==> config.mk <==
export PLATFORM = sky130hd
export DESIGN_NAME = imem_loader
export DESIGN_NICKNAME = d
export VERILOG_FILES = /design/src/rtl/imem_loader.sv
export SDC_FILE = /design/constraint.sdc
export NUM_CORES = 1
export LEC_CHECK = 0
export BUFFER_PORTS_ARGS = -buffer_cell sky130_fd_sc_hd__buf_2
export CAP_MARGIN = 15
export CELL_PAD_IN_SITES_DETAIL_PLACEMENT = 2
export CELL_PAD_IN_SITES_GLOBAL_PLACEMENT = 2
export CORE_MARGIN = 3
export CORE_UTILIZATION = 35
export CTS_CLUSTER_SIZE = 12
export DETAILED_ROUTE_END_ITERATION = 8
export PLACE_DENSITY_LB_ADDON = 0.1
export SKIP_CTS_REPAIR_TIMING = 1
export SLEW_MARGIN = 25
export SYNTH_ARGS = -nofsm -noshare
export SYNTH_HDL_FRONTEND = slang
export SYNTH_SLANG_ARGS = --single-unit
==> constraint.sdc <==
create_clock -name clk -period 2.6 [get_ports clk]
set_input_delay 0.39 -clock clk [delete_from_list [all_inputs] [get_ports clk]]
set_output_delay 0.39 -clock clk [all_outputs]
set_load 0.05 [all_outputs]
==> src/rtl/imem_loader.sv <==
// Byte-stream program loader: receives a word count, little-endian words and an
// XOR checksum over a valid/ready byte link, writes each completed word into the
// instruction memory and releases the core from reset only after a clean load.
module imem_loader #(
    parameter int unsigned DEPTH  = 32,
    parameter int unsigned ADDR_W = 5
) (
    input  logic              clk,
    input  logic              rst,
    input  logic              start,
    input  logic              in_valid,
    input  logic [7:0]        in_data,
    output logic              in_ready,
    output logic              wr_en,
    output logic [ADDR_W-1:0] wr_addr,
    output logic [31:0]       wr_data,
    output logic              cpu_rst,
    output logic              busy,
    output logic              done,
    output logic              error
);

    // Word counters need one extra bit so a full-depth count (N == DEPTH) fits.
    localparam int unsigned CNT_W = ADDR_W + 1;

    typedef enum logic [2:0] {
        S_IDLE  = 3'd0,
        S_COUNT = 3'd1,
        S_DATA  = 3'd2,
        S_CHECK = 3'd3,
        S_DONE  = 3'd4,
        S_ERROR = 3'd5
    } state_t;

    state_t           state_q;
    state_t           state_d;

    logic [CNT_W-1:0] n_words_q;
    logic [CNT_W-1:0] word_idx_q;
    logic [1:0]       byte_idx_q;
    logic [23:0]      shift_q;
    logic [7:0]       csum_q;

    logic             accept_c;
    logic             idle_like_c;
    logic             load_start_c;
    logic             last_byte_c;
    logic             last_word_c;
    logic             count_too_big_c;

    logic             in_ready_d;
    logic             wr_en_d;
    logic             cpu_rst_d;
    logic             busy_d;
    logic             done_d;
    logic             error_d;

    // Handshake and decode helpers shared by the next-state and datapath logic.
    always_comb begin
        accept_c        = in_valid && in_ready;
        idle_like_c     = (state_q == S_IDLE) || (state_q == S_DONE) || (state_q == S_ERROR);
        load_start_c    = start && idle_like_c;
        last_byte_c     = (byte_idx_q == 2'd3);
        last_word_c     = ((word_idx_q + CNT_W'(1)) == n_words_q);
        count_too_big_c = (32'(in_data) > DEPTH);
    end

    // State register.
    always_ff @(posedge clk or negedge rst) begin
        if (!rst) begin
            state_q <= S_IDLE;
        end else begin
            state_q <= state_d;
        end
    end

    // Next-state logic: walk count, data words and checksum; start only when idle.
    always_comb begin
        state_d = state_q;
        unique case (state_q)
            S_IDLE, S_DONE, S_ERROR: begin
                if (start) begin
                    state_d = S_COUNT;
                end
            end
            S_COUNT: begin
                if (accept_c) begin
                    if (count_too_big_c) begin
                        state_d = S_ERROR;
                    end else if (in_data == 8'd0) begin
                        state_d = S_CHECK;
                    end else begin
                        state_d = S_DATA;
                    end
                end
            end
            S_DATA: begin
                if (accept_c && last_byte_c && last_word_c) begin
                    state_d = S_CHECK;
                end
            end
            S_CHECK: begin
                if (accept_c) begin
                    state_d = (in_data == csum_q) ? S_DONE : S_ERROR;
                end
            end
            default: begin
                state_d = S_IDLE;
            end
        endcase
    end

    // Output logic: next values of the registered outputs, decoded from the next state.
    always_comb begin
        in_ready_d = 1'b0;
        busy_d     = 1'b0;
        done_d     = 1'b0;
        error_d    = 1'b0;
        cpu_rst_d  = 1'b0;
        wr_en_d    = 1'b0;
        unique case (state_d)
            S_COUNT, S_DATA, S_CHECK: begin
                in_ready_d = 1'b1;
                busy_d     = 1'b1;
            end
            S_DONE: begin
                done_d    = 1'b1;
                cpu_rst_d = 1'b1;
            end
            S_ERROR: begin
                error_d = 1'b1;
            end
            default: begin
                in_ready_d = 1'b0;
            end
        endcase
        if ((state_q == S_DATA) && accept_c && last_byte_c) begin
            wr_en_d = 1'b1;
        end
    end

    // Output registers and datapath: byte assembly, word index, running checksum.
    always_ff @(posedge clk or negedge rst) begin
        if (!rst) begin
            in_ready   <= 1'b0;
            busy       <= 1'b0;
            done       <= 1'b0;
            error      <= 1'b0;
            cpu_rst    <= 1'b0;
            wr_en      <= 1'b0;
            wr_addr    <= '0;
            wr_data    <= '0;
            n_words_q  <= '0;
            word_idx_q <= '0;
            byte_idx_q <= '0;
            shift_q    <= '0;
            csum_q     <= '0;
        end else begin
            in_ready <= in_ready_d;
            busy     <= busy_d;
            done     <= done_d;
            error    <= error_d;
            cpu_rst  <= cpu_rst_d;
            wr_en    <= wr_en_d;
            if (load_start_c) begin
                n_words_q  <= '0;
                word_idx_q <= '0;
                byte_idx_q <= '0;
                shift_q    <= '0;
                csum_q     <= '0;
            end else if (accept_c) begin
                unique case (state_q)
                    S_COUNT: begin
                        n_words_q <= CNT_W'(in_data);
                        csum_q    <= csum_q ^ in_data;
                    end
                    S_DATA: begin
                        csum_q     <= csum_q ^ in_data;
                        byte_idx_q <= byte_idx_q + 2'd1;
                        if (last_byte_c) begin
                            wr_addr    <= word_idx_q[ADDR_W-1:0];
                            wr_data    <= {in_data, shift_q};
                            word_idx_q <= word_idx_q + CNT_W'(1);
                        end else begin
                            // Bytes enter at the top so b0 ends up in the low byte.
                            shift_q <= {in_data, shift_q[23:8]};
                        end
                    end
                    default: begin
                        csum_q <= csum_q;
                    end
                endcase
            end
        end
    end

endmodule

==> impl_metrics.env, run 1 <==
export IMPL_status="completed"
export IMPL_cp_end_kind="flip-flop"
export IMPL_fin_ws_ns=0.417
export IMPL_clkTransAtPathRegs_ns=0.09
export IMPL_critPathMaxFanout=43
export IMPL_max_freq_mhz=458
export IMPL_syn_area_per_cell_um2=9.09
export IMPL_first_pass_iters=4
export IMPL_grt_pass1_wl_mm=19.0
export IMPL_ys_types=37
export IMPL_totalWireLength_mm=10.9
export IMPL_layout_min_cycle_time_ns=2.18
export IMPL_syn_nets=443
export IMPL_syn_inst=429
export IMPL_worstPathCellList="or3b_1, or2_1, clkinv_2, buf_4, nor2_1, o21ai_0, o31ai_1"
export IMPL_cpPeakStageDelay_ns=0.44
export IMPL_cap_violations=0
export IMPL_ios=55
export IMPL_fin_cells=618
export IMPL_antenna_found_initial=0
export IMPL_slew_headroom_pct=40.9
export IMPL_utilization_pct=43.0
export IMPL_drt_iter0_drc=204
export IMPL_yosysWarnings=0
export IMPL_crit_arrival_ns=2.43
export IMPL_startpoint_type="flip-flop"
export IMPL_clock_tree_root_cell="clkbuf_8"
export IMPL_place_hpwl_mm=7.36
export IMPL_wl_per_cell_um=17.7
export IMPL_viasPerCell=5.16
export IMPL_num_rows=37
export IMPL_gr_total_overflow=0
export IMPL_grt_max_degree=48
export IMPL_p_leak_nw=2.36
export IMPL_core_area_mm2=0.0106
export IMPL_clock_latency_ns=0.38
export IMPL_grtUsageTotal_pct=19.0
export IMPL_setup_viol=0
export IMPL_worst_pin_slew_ns=0.887
export IMPL_syn_to_final_growth_pct=16.5
export IMPL_drive_above_1_share_pct=16.6
export IMPL_start_util_pct=36.9
export IMPL_grt_pass1_vias=3628
export IMPL_pre_cts_ws_ns=0.396
export IMPL_critical_path_class="reg2reg"
export IMPL_peakVddDrop_uv=307
export IMPL_place_congestion=0.804
export IMPL_antenna_cells=0
export IMPL_die_y_um=112
export IMPL_slowest_stage="dfrtp_1"
export IMPL_power_density_mw_per_mm2=797
export IMPL_final_hold_violation_count=0
export IMPL_cp_required_ns=2.84
export IMPL_clockBufferDepth=2
export IMPL_rsz0062_at_grt="no"
export IMPL_cts_max_level=3
export IMPL_yosysSeqAreaShare_pct=57.8
export IMPL_numPortBuffers=54
export IMPL_dp_cells=602
export IMPL_hp_class="in2async"
export IMPL_skew_ns=0.00753
export IMPL_fp_dieW_um=112
export IMPL_via_count=3189
export IMPL_die_area_mm2=0.0124
export IMPL_cts_tree="yes"
export IMPL_fin_setup_tns_ns=0
export IMPL_slew_viol_final=0
export IMPL_cts_made_buffers=9
export IMPL_cts_sinks=90
export IMPL_drc=0
export IMPL_synth_area_mm2=0.00390
export IMPL_period_share_pct=83.9
export IMPL_ys_ff_latch=90
export IMPL_ant_nets=0
export IMPL_nets=491
cell usage in the layout (no fill, tap or decap), drive strengths merged:
master / n
nand2: 157
dfrtp: 90
buf: 62
a21oi: 34
nand3: 32
nor2: 16
xor2: 14
xnor2: 13
o21ai: 13
clkbuf: 11
or4: 3
bufinv: 3
or3: 2
nor3: 2
a31oi: 2
and3: 2
clkinv: 2
a21o: 2
and2: 2
o31ai: 2
ha: 2
or3b: 2
or2: 2
nor2b: 1
nand4: 1
nand4b: 1
o21bai: 1
o311ai: 1
nand3b: 1
inv: 1
a21boi: 1
nor3b: 1
mux2i: 1
o22ai: 1
clkinvlp: 1
cell type report:
| type | count | area, µm² |
|---|---|---|
| multi-input combinational | 312 | 1530 |
| sequential | 90 | 2250 |
| tap | 136 | 170 |
| inverter | 2 | 8.76 |
| clock inverter | 5 | 103 |
| clock buffer | 11 | 131 |
| fill | 1221 | 6010 |
| timing repair buffer | 62 | 345 |
cells by family (layout without fill, tap and decap cells):
family                   count (synthesis)  after routing  share of synthesized area (%)
adder cells (fa/ha/maj)                  2              2                          0.642
XOR/XNOR                                27             27                           6.07
flip-flops                              90             90                           57.8
buffers and inverters                   27             80                           3.08
AO/OA/AOI/OAI                           57             57                           7.90
AND/OR/NAND/NOR                        225            225                           24.3
multiplexers                             1              1                          0.257
flip-flops by register name, summed over array words and instances (netlist names):
name / cells
wr_data: 32
csum_q: 8
shift_q: 24
busy: 1
wr_addr: 5
byte_idx_q: 2
word_idx_q: 6
state_q: 3
error: 1
done: 1
wr_en: 1
n_words_q: 6
cells in the mapped netlist, drive strengths merged:
master	count	area [µm²]
o311ai	1	8.76
a21oi	34	170
nand2	157	589
o21bai	1	7.51
nand3b	1	7.51
o31ai	2	15.0
nor2b	1	6.26
ha	2	25.0
and3	2	12.5
o21ai	13	65.1
and2	2	12.5
o22ai	1	6.26
dfrtp	90	2250
inv	1	3.75
nand4b	1	8.76
a21boi	1	7.51
nor3b	1	7.51
a31oi	2	12.5
xor2	14	123
buf	5	36.3
nand4	1	6.26
nor3	2	10.0
mux2i	1	10.0
clkbuf	20	75.1
nand3	32	160
nor2	16	60.1
xnor2	13	114
or3	2	12.5
clkinv	1	5.00
or3b	2	17.5
or4	3	22.5
or2	2	12.5
a21o	2	15.0
critical path, delay by kind of cell, from the launching register on:
kind	cells	cell delay, ns
compound gates	2	0.29
simple gates	3	0.87
flops	1	0.44
buf+inv	2	0.44
worst paths after layout:
check	startpoint	endpoint	slack, ns	cells after the start
worst max-delay path	state_q[2]	word_idx_q[5]	0.42	7
worst min-delay path	rst	word_idx_q[0]	0.006	1
worst max register to register	state_q[2]	word_idx_q[5]	0.42	7
worst min register to register	wr_data[26]	wr_data[26]	0.47	2
max in group asynchronous	rst	shift_q[15]	1.94	2
min in group clk	in_data[4]	shift_q[20]	0.31	3
per-stage QoR:
stage	total power [mW]	hold slack (ns)	instance area, µm²
after global placement	2.46	0.443	4310
after floorplan	2.22	0.0944	3900
final	3.62	0.00565	4540
after CTS	3.66	0.0201	4540
after global routing	3.83	0.0496	4540
after detailed placement	2.49	0.441	4310
power breakdown:
part	switching (mW)	total (mW)	leakage [nW]	internal, mW
logic	0.552	0.808	1.01	0.255
clock network	0.521	1.16	0.114	0.638
registers	0.122	1.65	1.23	1.53
total	1.20	3.62	2.36	2.42
metal layers:
layer  wire length, µm  vias up  track usage, %
li1                  -     1489               -
met1              5140     1635            25.2
met2              5250       50            30.8
met3               326       15            3.48
met4               227        0            7.87
met5                 0        -               0
Power figures use the tool's default switching activity.
==> inputs of run 2 (changes only) <==
==> constraint.sdc (replaced) <==
create_clock -name clk -period 2.25 [get_ports clk]
set_input_delay 0.3375 -clock clk [delete_from_list [all_inputs] [get_ports clk]]
set_output_delay 0.3375 -clock clk [all_outputs]
set_load 0.05 [all_outputs]
==> impl_metrics.env, run 2 (synthesized netlist as in run 1, its figures left out) <==
export IMPL_setup_viol=0
export IMPL_cts_tree="yes"
export IMPL_place_hpwl_mm=7.49
export IMPL_dr_wl_met2_mm=5.24
export IMPL_crit_arrival_ns=2.34
export IMPL_fill_cells=1169
export IMPL_drt_iter0_drc=115
export IMPL_viasPerCell=5.04
export IMPL_grtUsageTotal_pct=18.9
export IMPL_cts_sinks=90
export IMPL_antenna_cells=0
export IMPL_power_density_mw_per_mm2=871
export IMPL_num_rows=37
export IMPL_core_area_mm2=0.0106
export IMPL_rsz0062_at_grt="no"
export IMPL_gr_total_overflow=0
export IMPL_wl_met1_mm=5.25
export IMPL_fin_setup_tns_ns=0
export IMPL_slew_headroom_pct=58.8
export IMPL_final_hold_violation_count=0
export IMPL_critical_path_reg2reg_startpoint="state_q[2]"
export IMPL_layout_cells_most_common="nand2_1"
export IMPL_grt_pass1_vias=3487
export IMPL_cp_required_ns=2.51
export IMPL_startpoint="state_q[2]"
export IMPL_drc=0
export IMPL_wl_per_cell_um=17.7
export IMPL_layout_min_cycle_time_ns=2.08
export IMPL_place_congestion=0.750
export IMPL_numPortBuffers=54
export IMPL_status="completed"
export IMPL_top_regs="wr_data (32), shift_q (24), csum_q (8)"
export IMPL_hp_class="in2reg"
export IMPL_start_util_pct=36.9
export IMPL_largest_reg_flops=32
export IMPL_grt_max_degree=45
export IMPL_via_count=3145
export IMPL_fin_cells=624
export IMPL_cts_made_buffers=9
export IMPL_ant_nets=0
export IMPL_clkTransAtPathRegs_ns=0.09
export IMPL_grt_pass1_wl_mm=18.5
export IMPL_clock_latency_ns=0.37
export IMPL_peakVddDrop_uv=319
export IMPL_die_y_um=112
export IMPL_startpoint_type="flip-flop"
export IMPL_ios=55
export IMPL_highest_layer="met4"
export IMPL_period_share_pct=92.4
export IMPL_first_pass_iters=4
export IMPL_cp_end_kind="flip-flop"
export IMPL_final_cell_mix="nand2_1 (157), dfrtp_1 (90), buf_2 (53), a21oi_1 (34), nand3_1 (32)"
export IMPL_p_leak_nw=2.38
export IMPL_fp_dieW_um=112
export IMPL_critPathMaxFanout=5
export IMPL_die_area_mm2=0.0124
export IMPL_worst_pin_slew_ns=0.618
export IMPL_syn_to_final_growth_pct=17.1
export IMPL_min_from="in_data[2]"
export IMPL_skew_ns=0.0125
export IMPL_totalWireLength_mm=11.0
export IMPL_clock_tree_root_cell="clkbuf_8"
export IMPL_critical_path_class="reg2reg"
export IMPL_nets=497
export IMPL_total_power_mw=3.98
export IMPL_cap_violations=0
export IMPL_drive_above_1_share_pct=17.8
export IMPL_slew_viol_final=0
export IMPL_wl_met3_um=369
export IMPL_cts_max_level=3
export IMPL_antenna_found_initial=0
export IMPL_clockBufferDepth=2
export IMPL_regMostFlops="wr_data"
export IMPL_dp_cells=607
export IMPL_max_freq_mhz=481
==> run 2: changes by cell type in the layout (fill, tap and decap cells not counted), sizes merged <==
cell / previous run / this run
clkinvlp: 1 / 0
clkinv: 2 / 4
clkbuf: 11 / 12
inv: 1 / 2
bufinv: 3 / 0
dlygate4sd3: 0 / 1
buf: 62 / 67
==> run 2: power breakdown <==
group	internal (mW)	switching [mW]	total (mW)
clock	0.503	0.615	1.12
sequential	1.77	0.136	1.90
combinational	0.317	0.638	0.955
==> run 2: critical path: stages, from the launching register on <==
cell and delay (ns):
dfrtp_1 0.43, or3b_1 0.45, or2_1 0.29, clkinv_2 0.07, o311ai_1 0.08, or4_1 0.46, and3_1 0.20
==> run 2: layer usage <==
metal | GRT usage [%] | vias up
met4 | 7.38 | 0
met2 | 30.7 | 53
met5 | 0 | -
li1 | - | 1499
met3 | 3.64 | 10
met1 | 24.9 | 1583
==> run 2: stage by stage <==
step / hold WS (ns) / util (%) / area (µm²) / worst slack, ns
3_3_place_gp: 0.343 / 41.3 / 4360 / 0.208
4_1_cts: -0.0661 / 43.2 / 4560 / 0.169
3_5_place_dp: 0.352 / 41.3 / 4360 / 0.118
2_1_floorplan: 0.0419 / - / 3900 / 0.220
5_1_grt: 0.254 / 43.3 / 4570 / 0.0117
6_report: 0.257 / 43.3 / 4570 / 0.170
==> run 2: worst paths after layout <==
| path | to | slack (ns) | cells after the start |
|---|---|---|---|
| max in group asynchronous | wr_data[20] | 1.16 | 3 |
| min in group asynchronous | wr_addr[3] | 0.47 | 2 |
| hold / removal | wr_data[26] | 0.26 | 3 |
| hold reg to reg | wr_data[24] | 0.47 | 2 |
| setup reg to reg | done | 0.17 | 6 |
| setup / recovery | done | 0.17 | 6 |
==> run 2: area by class of cell <==
class / instances / area (µm²) / area share, %
repair buffers: 68 / 405 / 8.88
multi-input cells: 312 / 1530 / 33.5
inverters: 2 / 8.76 / 0.192
well taps: 136 / 170 / 3.73
flip-flops and latches: 90 / 2250 / 49.3
clock inverters: 4 / 33.8 / 0.740
clock buffers: 12 / 165 / 3.62
==> inputs of run 3 (changes only) <==
--- a/config.mk
+++ b/config.mk
@@ -14,6 +14,7 @@
 export CTS_CLUSTER_SIZE = 12
 export DETAILED_ROUTE_END_ITERATION = 8
 export PLACE_DENSITY_LB_ADDON = 0.1
+export REMOVE_ABC_BUFFERS = 1
 export SKIP_CTS_REPAIR_TIMING = 1
 export SLEW_MARGIN = 25
 export SYNTH_ARGS = -nofsm -noshare
==> impl_metrics.env, run 3 (synthesized netlist as in run 1, its figures left out) <==
export IMPL_final_hold_violation_count=0
export IMPL_cap_violations=0
export IMPL_peakVddDrop_uv=337
export IMPL_cp_required_ns=2.50
export IMPL_rsz0062_at_grt="no"
export IMPL_cts_max_level=3
export IMPL_ios=55
export IMPL_cpPeakStageDelay_ns=0.46
export IMPL_top_regs="wr_data (32), shift_q (24), csum_q (8)"
export IMPL_first_pass_iters=4
export IMPL_fp_dieW_um=112
export IMPL_skew_ns=0.00639
export IMPL_worst_pin_slew_ns=0.654
export IMPL_antenna_found_initial=0
export IMPL_via_count=3206
export IMPL_cpLargestDelayFamily="simple AND/OR/NAND/NOR gates"
export IMPL_startpoint_type="flip-flop"
export IMPL_status="completed"
export IMPL_layout_cells_most_common="nand2_1"
export IMPL_clkTransAtPathRegs_ns=0.09
export IMPL_drt_iter0_drc=138
export IMPL_worstPathCellList="or3b_1, or2_1, clkinv_2, o311ai_1, or4_1, and3_1"
export IMPL_setup_viol=0
export IMPL_slew_viol_final=0
export IMPL_start_util_pct=36.9
export IMPL_drive_above_1_share_pct=18.4
export IMPL_period_share_pct=90.9
export IMPL_cts_sinks=90
export IMPL_syn_to_final_growth_pct=19.1
export IMPL_wl_per_cell_um=17.8
export IMPL_die_y_um=112
export IMPL_drc=0
export IMPL_slowest_stage="or4_1"
export IMPL_crit_buf_inv=1
export IMPL_grt_max_degree=45
export IMPL_ant_nets=0
export IMPL_totalWireLength_mm=11.1
export IMPL_crit_arrival_ns=2.30
export IMPL_slew_headroom_pct=56.4
export IMPL_regMostFlops="wr_data"
export IMPL_num_rows=37
export IMPL_multi_input_area_mm2=0.00153
export IMPL_highest_layer="met4"
export IMPL_antenna_cells=0
export IMPL_dp_cells=608
export IMPL_max_freq_mhz=489
export IMPL_fin_cells=624
export IMPL_grt_pass1_vias=3655
export IMPL_place_hpwl_mm=7.49
export IMPL_numPortBuffers=54
export IMPL_hp_class="in2reg"
export IMPL_layout_min_cycle_time_ns=2.04
export IMPL_die_area_mm2=0.0124
export IMPL_grt_pass1_wl_mm=19.2
export IMPL_cts_made_buffers=9
export IMPL_viasPerCell=5.14
export IMPL_power_density_mw_per_mm2=918
export IMPL_wl_met3_um=286
export IMPL_grtUsageTotal_pct=19.2
export IMPL_holdWs_ns=0.275
export IMPL_regArea_mm2=0.00225
export IMPL_largest_reg_flops=32
export IMPL_cp_end_kind="flip-flop"
export IMPL_nets=498
export IMPL_clockBufferDepth=2
export IMPL_cts_tree="yes"
export IMPL_fill_cells=1190
export IMPL_gr_total_overflow=0
export IMPL_critPathMaxFanout=5
export IMPL_p_leak_nw=2.40
export IMPL_fin_setup_tns_ns=0
export IMPL_dr_wl_met2_mm=5.74
export IMPL_place_congestion=0.775
export IMPL_wl_met1_mm=4.96
export IMPL_critical_path_class="reg2reg"
export IMPL_core_area_mm2=0.0106
export IMPL_final_cell_mix="nand2_1 (157), dfrtp_1 (88), buf_2 (53), a21oi_1 (34), nand3_1 (32)"
export IMPL_clock_latency_ns=0.36
export IMPL_clock_tree_root_cell="clkbuf_8"
export IMPL_total_power_mw=4.26
-- run 3: power by group --
| group | internal, mW | total [mW] | switching (mW) |
|---|---|---|---|
| Combinational | 0.325 | 0.988 | 0.663 |
| Sequential | 1.77 | 1.90 | 0.128 |
| Clock | 0.795 | 1.38 | 0.581 |
| Total | 2.89 | 4.26 | 1.37 |
-- run 3: final cells by class --
cell class                      count  share of cell area [%]
Tap cell                          136                    3.67
Clock buffer                       11                    3.26
Inverter                            2                   0.189
Timing Repair Buffer               69                    9.16
Clock inverter                      4                    2.13
Multi-Input combinational cell    312                    33.0
Sequential cell                    90                    48.6
-- run 3: per-layer routing --
metal,GRT usage [%],up-vias
li1,-,1506
met1,24.0,1647
met2,33.8,43
met3,3.32,10
met4,6.24,0
met5,0,-
-- run 3: final timing paths --
check	startpoint	endpoint	slack, ns	cells after the start
setup / recovery	state_q[2]	done	0.21	6
hold / removal	in_data[6]	shift_q[22]	0.28	3
setup reg to reg	state_q[2]	done	0.21	6
hold reg to reg	wr_data[11]	wr_data[11]	0.47	2
max in group asynchronous	rst	wr_data[26]	1.16	3
min in group asynchronous	rst	wr_addr[2]	0.49	2
-- run 3: per-stage QoR --
stage / setup slack, ns / area (µm²) / util [%]
after global placement: 0.214 / 4380 / 41.5
after global routing: 0.0258 / 4640 / 44.0
final: 0.205 / 4640 / 44.0
after detailed placement: 0.124 / 4380 / 41.5
after floorplan: -1.24 / 3790 / -
after CTS: 0.124 / 4630 / 43.8
-- run 3: worst min-delay path: stages --
cell	delay, ns
buf_2	0.14
nand2_1	0.06
a21oi_1	0.05
